--- src/rtl/alu_mc.sv ---
// rtl/alu_mc.sv - handshaked ALU with optional multi-cycle shift-add multiply (macro ALU_MC_MUL_EN)
//
// Operations 0-6 complete in a single cycle. Funct 7 behaves differently depending on the build:
// - When ALU_MC_MUL_EN is defined, it runs a shift-add multiply that takes WIDTH cycles in BUSY.
// - When ALU_MC_MUL_EN is undefined, it completes in a single cycle and returns zero.
module alu_mc #(
    parameter int WIDTH = 32,
    localparam int SHW = $clog2(WIDTH)
) (
    input  logic             clk,
    input  logic             rst,
    input  logic             in_valid,
    output logic             in_ready,
    input  logic [WIDTH-1:0] Rs_data,
    input  logic [WIDTH-1:0] Rt_data,
    input  logic [SHW-1:0]   shamt,
    input  logic [2:0]       Funct,
    output logic             out_valid,
    input  logic             out_ready,
    output logic [WIDTH-1:0] Rd_data,
    output logic             Zero
);

    localparam logic [2:0] F_ADD = 3'd0;
    localparam logic [2:0] F_SUB = 3'd1;
    localparam logic [2:0] F_SLL = 3'd2;
    localparam logic [2:0] F_OR  = 3'd3;
    localparam logic [2:0] F_SRL = 3'd4;
    localparam logic [2:0] F_AND = 3'd5;
    localparam logic [2:0] F_SLT = 3'd6;
    localparam logic [2:0] F_MUL = 3'd7;

    typedef enum logic [1:0] {
        IDLE = 2'd0,
`ifdef ALU_MC_MUL_EN
        BUSY = 2'd1,
`endif
        DONE = 2'd2
    } state_t;

    state_t           state;
    state_t           state_next;
    logic             accept;
    logic [WIDTH-1:0] rd_q;
    logic [WIDTH-1:0] alu_result;
    logic             slt_bit;

`ifdef ALU_MC_MUL_EN
    logic [WIDTH-1:0] mul_cand;
    logic [WIDTH-1:0] mul_plier;
    logic [WIDTH-1:0] mul_acc;
    logic [WIDTH-1:0] mul_sum;
    logic [SHW-1:0]   iter_cnt;
    logic             mul_last;
`endif

    assign accept  = in_valid && in_ready;
    assign Rd_data = rd_q;
    assign Zero    = (rd_q == '0);
    assign slt_bit = ($signed(Rs_data) < $signed(Rt_data));

    // Single-cycle result computed straight from the live operands at the accepting edge.
    always_comb begin
        alu_result = '0;
        case (Funct)
            F_ADD:   alu_result = Rs_data + Rt_data;
            F_SUB:   alu_result = Rs_data - Rt_data;
            F_SLL:   alu_result = Rs_data << shamt;
            F_OR:    alu_result = Rs_data | Rt_data;
            F_SRL:   alu_result = Rs_data >> shamt;
            F_AND:   alu_result = Rs_data & Rt_data;
            F_SLT:   alu_result = {{(WIDTH-1){1'b0}}, slt_bit};
            F_MUL:   alu_result = '0;
            default: alu_result = '0;
        endcase
    end

`ifdef ALU_MC_MUL_EN
    // One shift-add step: add the multiplicand when the current multiplier LSB is set.
    always_comb begin
        mul_sum  = mul_acc + (mul_plier[0] ? mul_cand : '0);
        mul_last = (iter_cnt == SHW'(WIDTH - 1));
    end
`endif

    // State register; reset wins over any handshake in flight.
    always_ff @(posedge clk) begin
        if (rst) begin
            state <= IDLE;
        end else begin
            state <= state_next;
        end
    end

    // Next-state and handshake outputs.
    always_comb begin
        state_next = state;
        in_ready   = 1'b0;
        out_valid  = 1'b0;
        case (state)
            IDLE: begin
                in_ready = 1'b1;
                if (in_valid) begin
`ifdef ALU_MC_MUL_EN
                    if (Funct == F_MUL) begin
                        state_next = BUSY;
                    end else begin
                        state_next = DONE;
                    end
`else
                    state_next = DONE;
`endif
                end
            end
`ifdef ALU_MC_MUL_EN
            BUSY: begin
                if (mul_last) begin
                    state_next = DONE;
                end
            end
`endif
            DONE: begin
                out_valid = 1'b1;
                if (out_ready) begin
                    state_next = IDLE;
                end
            end
            default: begin
                state_next = IDLE;
            end
        endcase
    end

    // Result register and multiplier datapath; the result is only written on completion so it
    // holds steady while the consumer stalls.
    always_ff @(posedge clk) begin
        if (rst) begin
            rd_q      <= '0;
`ifdef ALU_MC_MUL_EN
            mul_cand  <= '0;
            mul_plier <= '0;
            mul_acc   <= '0;
            iter_cnt  <= '0;
`endif
        end else begin
            case (state)
                IDLE: begin
                    if (accept) begin
`ifdef ALU_MC_MUL_EN
                        if (Funct == F_MUL) begin
                            mul_cand  <= Rs_data;
                            mul_plier <= Rt_data;
                            mul_acc   <= '0;
                            iter_cnt  <= '0;
                        end else begin
                            rd_q <= alu_result;
                        end
`else
                        rd_q <= alu_result;
`endif
                    end
                end
`ifdef ALU_MC_MUL_EN
                BUSY: begin
                    mul_acc   <= mul_sum;
                    mul_cand  <= mul_cand << 1;
                    mul_plier <= mul_plier >> 1;
                    if (mul_last) begin
                        rd_q     <= mul_sum;
                        iter_cnt <= '0;
                    end else begin
                        iter_cnt <= iter_cnt + SHW'(1);
                    end
                end
`endif
                default: begin
                end
            endcase
        end
    end

endmodule
--- config.mk ---
export PLATFORM = sky130hd
export DESIGN_NAME = alu_mc
export DESIGN_NICKNAME = d
export VERILOG_FILES = /design/src/rtl/alu_mc.sv
export SDC_FILE = /design/constraint.sdc
export NUM_CORES = 1
export LEC_CHECK = 0
export CAP_MARGIN = 25
export CORE_ASPECT_RATIO = 2
export CORE_MARGIN = 4
export CORE_UTILIZATION = 48
export DETAILED_ROUTE_END_ITERATION = 8
export PLACE_DENSITY = 0.7
export RECOVER_POWER = 25
export SLEW_MARGIN = 20
export SYNTH_ARGS = -nofsm -noshare
export SYNTH_HDL_FRONTEND = slang
export SYNTH_SLANG_ARGS = --single-unit
--- constraint.sdc ---
create_clock -name clk -period 5 [get_ports clk]
set_clock_uncertainty 0.15 [all_clocks]
set_input_delay 1 -clock clk [delete_from_list [all_inputs] [get_ports clk]]
set_output_delay 1 -clock clk [all_outputs]
set_load 0.01 [all_outputs]
==> flow_metrics.py <==
metrics = {
    "yosys": {
        "synth_simple_gate_area_frac": 0.233,
        "synth_nets": 1573,
        "synth_common_cells": "nor2_1, a21oi_1, inv_1, nand2_1, o21ai_0",
        "yosysTopAreaCell": "ha_1",
        "synth_xor_area_frac": 0.0269,
        "ys_warn_count": 0,
        "ys_seq_area_frac": 0.0725,
        "synth_compound_area_frac": 0.334,
        "synth-seq-cells": 33,
        "synth_mux_area_frac": 0.105,
        "synth_cells": 1399,
        "synth_most_common_cell": "nor2_1",
        "async_flop_share": 0,
        "synth.avg_cell_area_um2": 6.52,
        "ys.flop_type": "dfxtp_1",
        "netlist_area_mm2": 0.00911,
        "ys_top_cells_by_area": "ha_1, a21oi_1, nor2_1, dfxtp_1, mux2i_1",
        "synth_top_family_by_area": "compound AO/OA/AOI/OAI gates",
        "synth_top_area_frac": 0.132,
        "synth-edff-count": 0,
        "ys_types": 74,
        "synth_fa_ha_area_frac": 0.136,
    },
    "route": {
        "drtIter0Drc": 998,
        "ant_nets": 0,
        "drt_first_pass_iters": 8,
        "drc": 0,
        "via_count": 11448,
        "drt-vias-per-instance": 6.52,
        "wl_per_cell_um": 26.1,
        "drt_wl_total_mm": 45.8,
    },
    "die": {
        "die_width_um": 105,
        "die-area_mm2": 0.0214,
        "ioPinCount": 111,
        "rows": 71,
        "initial_core_util": 0.486,
        "coreArea_mm2": 0.0187,
        "die_y_um": 203,
    },
    "final_layout": {
        "diodes": 0,
        "drive_gt1_frac": 0.0866,
        "fin_area_mm2": 0.0109,
        "nets": 1674,
        "final_cells": 1756,
        "areaGrowthSynthToFinish_pct": 19.1,
        "fillers": 1883,
    },
    "worst_setup_path": {
        "critical_path_class": "input pin to register",
        "cpPeakStageDelay_ps": 470,
        "path_cells": "clkdlybuf4s50_1 > buf_4 > ha_1 > inv_1 > fa_1 > nor2b_1 > o31a_1 > o21a_1 > a21oi_1 > a221o_1 > a21oi_1 > a21oi_1 > xnor2_1 > a221oi_1 > nor3_1",
        "worst_path_most_repeated_cell": "a21oi_1",
        "ff2ff_setup_slack_ps": 2210,
        "arrival_ps": 4530,
        "path_max_fanout": 4,
        "start_kind": "input pin",
        "required_ps": 4960,
        "crit_path_top_delay_cell": "clkdlybuf4s50_1",
        "cp-end-kind": "register",
    },
    "cts": {
        "cts_made_buffers": 5,
        "clock_latency_ps": 290,
        "clkTransAtPathRegs_ps": 60,
        "cts.sinks": 33,
        "cts_setup_buffers": 0,
        "h-tree-depth": 2,
        "cts-root-buf": "clkbuf_16",
        "cts-hold-fix-buffers": 0,
        "tritoncts": "built",
        "clk_path_buf_depth": 2,
        "post_cts_resize_count": 0,
    },
    "global_route": {
        "grt_pass1_wl_mm": 67.4,
        "grt_remaining_overflow": 0,
        "grt_max_degree": 66,
        "antenna_found_initial": 0,
        "grt_usage": 0.415,
        "grt_pass1_vias": 11246,
    },
    "sta": {
        "fmax_mhz": 219,
        "hold_slack_ps": 316,
        "fin_setup_tns_ps": 0,
        "worst_slew_pin_slew_ps": 1800,
        "finalCritPeriodShare": 0.914,
        "rsz0062_at_grt": "no",
        "slew_violations": 33,
        "maxSlewHeadroom": -0.197,
        "setup_violations": 0,
        "finalHoldViolCount": 0,
        "post-route-min-period_ps": 4570,
    },
    "placement": {
        "place_congestion": 1.05,
        "placedCellCount": 1748,
        "dpl_cell_area_mm2": 0.0107,
        "io_buffers": 110,
        "dp_hpwl_mm": 37.8,
    },
    "run_status": {
        "outcome": "complete, but fails checks",
        "violations": "max-capacitance violations, max-slew violations",
    },
    "min_path": {
        "min_path_type": "register to register",
    },
    "power": {
        "powerDensity_mw_per_mm2": 174,
        "total_leakage_power_nw": 4.73,
        "ir_drop_mv": 0.147,
    },
    "run": {
        "max_cap_viol_count": 1,
    },
}
==> kinds of logic (layout without fill, tap and decap cells) <==
kind of cell,count (synthesis),after routing
xor+xnor,28,28
compound gates,482,482
buf+inv,204,306
mux,80,80
simple gates,474,474
fa+ha+maj,98,98
flops,33,33
==> worst paths after layout <==
kind                               to  cells after the start                     from
min           Rd_data[1]$_SDFFE_PP0P_                      2  Rd_data[1]$_SDFFE_PP0P_
min reg2reg   Rd_data[1]$_SDFFE_PP0P_                      2  Rd_data[1]$_SDFFE_PP0P_
max reg2reg  Rd_data[15]$_SDFFE_PP0P_                      7    state[1]$_SDFFE_PP0P_
max          Rd_data[26]$_SDFFE_PP0P_                     15               Rs_data[0]
==> final cells by class <==
class	count	area (um2)	area share
inverters	107	402	0.0370
clock buffers	6	129	0.0119
flip-flops and latches	33	661	0.0609
multi-input cells	1162	7620	0.702
clock inverters	2	10.0	0.000922
well taps	255	319	0.0294
repair buffers	191	1710	0.158
==> flip-flops by register name, summed over array words and instances, names as in the netlist <==
| signal | count |
|---|---|
| Rd_data | 32 |
| state | 1 |
==> per-layer routing <==
metal | vias up | track usage | wire (um)
met5 | - | 0 | 0
met4 | 0 | 0.368 | 5180
met3 | 258 | 0.0589 | 3260
met2 | 693 | 0.731 | 22400
met1 | 5255 | 0.418 | 15000
li1 | 5242 | - | -
==> where the power goes <==
group          switching, mW  internal (mW)
clock network          0.133          0.183
logic                  0.777          0.481
registers             0.0241          0.287
total                  0.934          0.951
==> critical path: cells and delay by family <==
| family | cells | cell delay [ps] |
|---|---|---|
| AND/OR/NAND/NOR | 2 | 250 |
| XOR/XNOR | 1 | 150 |
| adder cells (fa/ha/maj) | 2 | 610 |
| AO/OA/AOI/OAI | 7 | 1860 |
| buffers and inverters | 3 | 670 |
==> through the flow <==
stage	power [mW]	util	setup slack, ps
after floorplan	1.04	-	1170
after global placement	1.53	0.571	336
after detailed placement	1.53	0.572	259
after CTS	1.85	0.579	554
after global routing	1.97	0.579	156
final	1.88	0.579	429
==> layout by cell type (no fill, tap or decap), drive strengths merged, types with 10 or more instances in the layout <==
cell and instances:
a21oi 159, nand3 19, ha 96, mux2i 61, nand2 106, a211oi 24, a21o 12, clkdlybuf4s50 89
mux4 12, o221ai 13, dfxtp 33, nor2b 11, or3 10, nor2 212, inv 106, a31oi 14
o21ai 119, o22ai 14, o211ai 16, nand2b 27, nand4 11, o21bai 11, nor4 16, dlygate4sd3 16
buf 85, nor3 40, o21a 10, o31ai 11, xnor2 26, a221oi 15
Power figures use the tool's default switching activity.
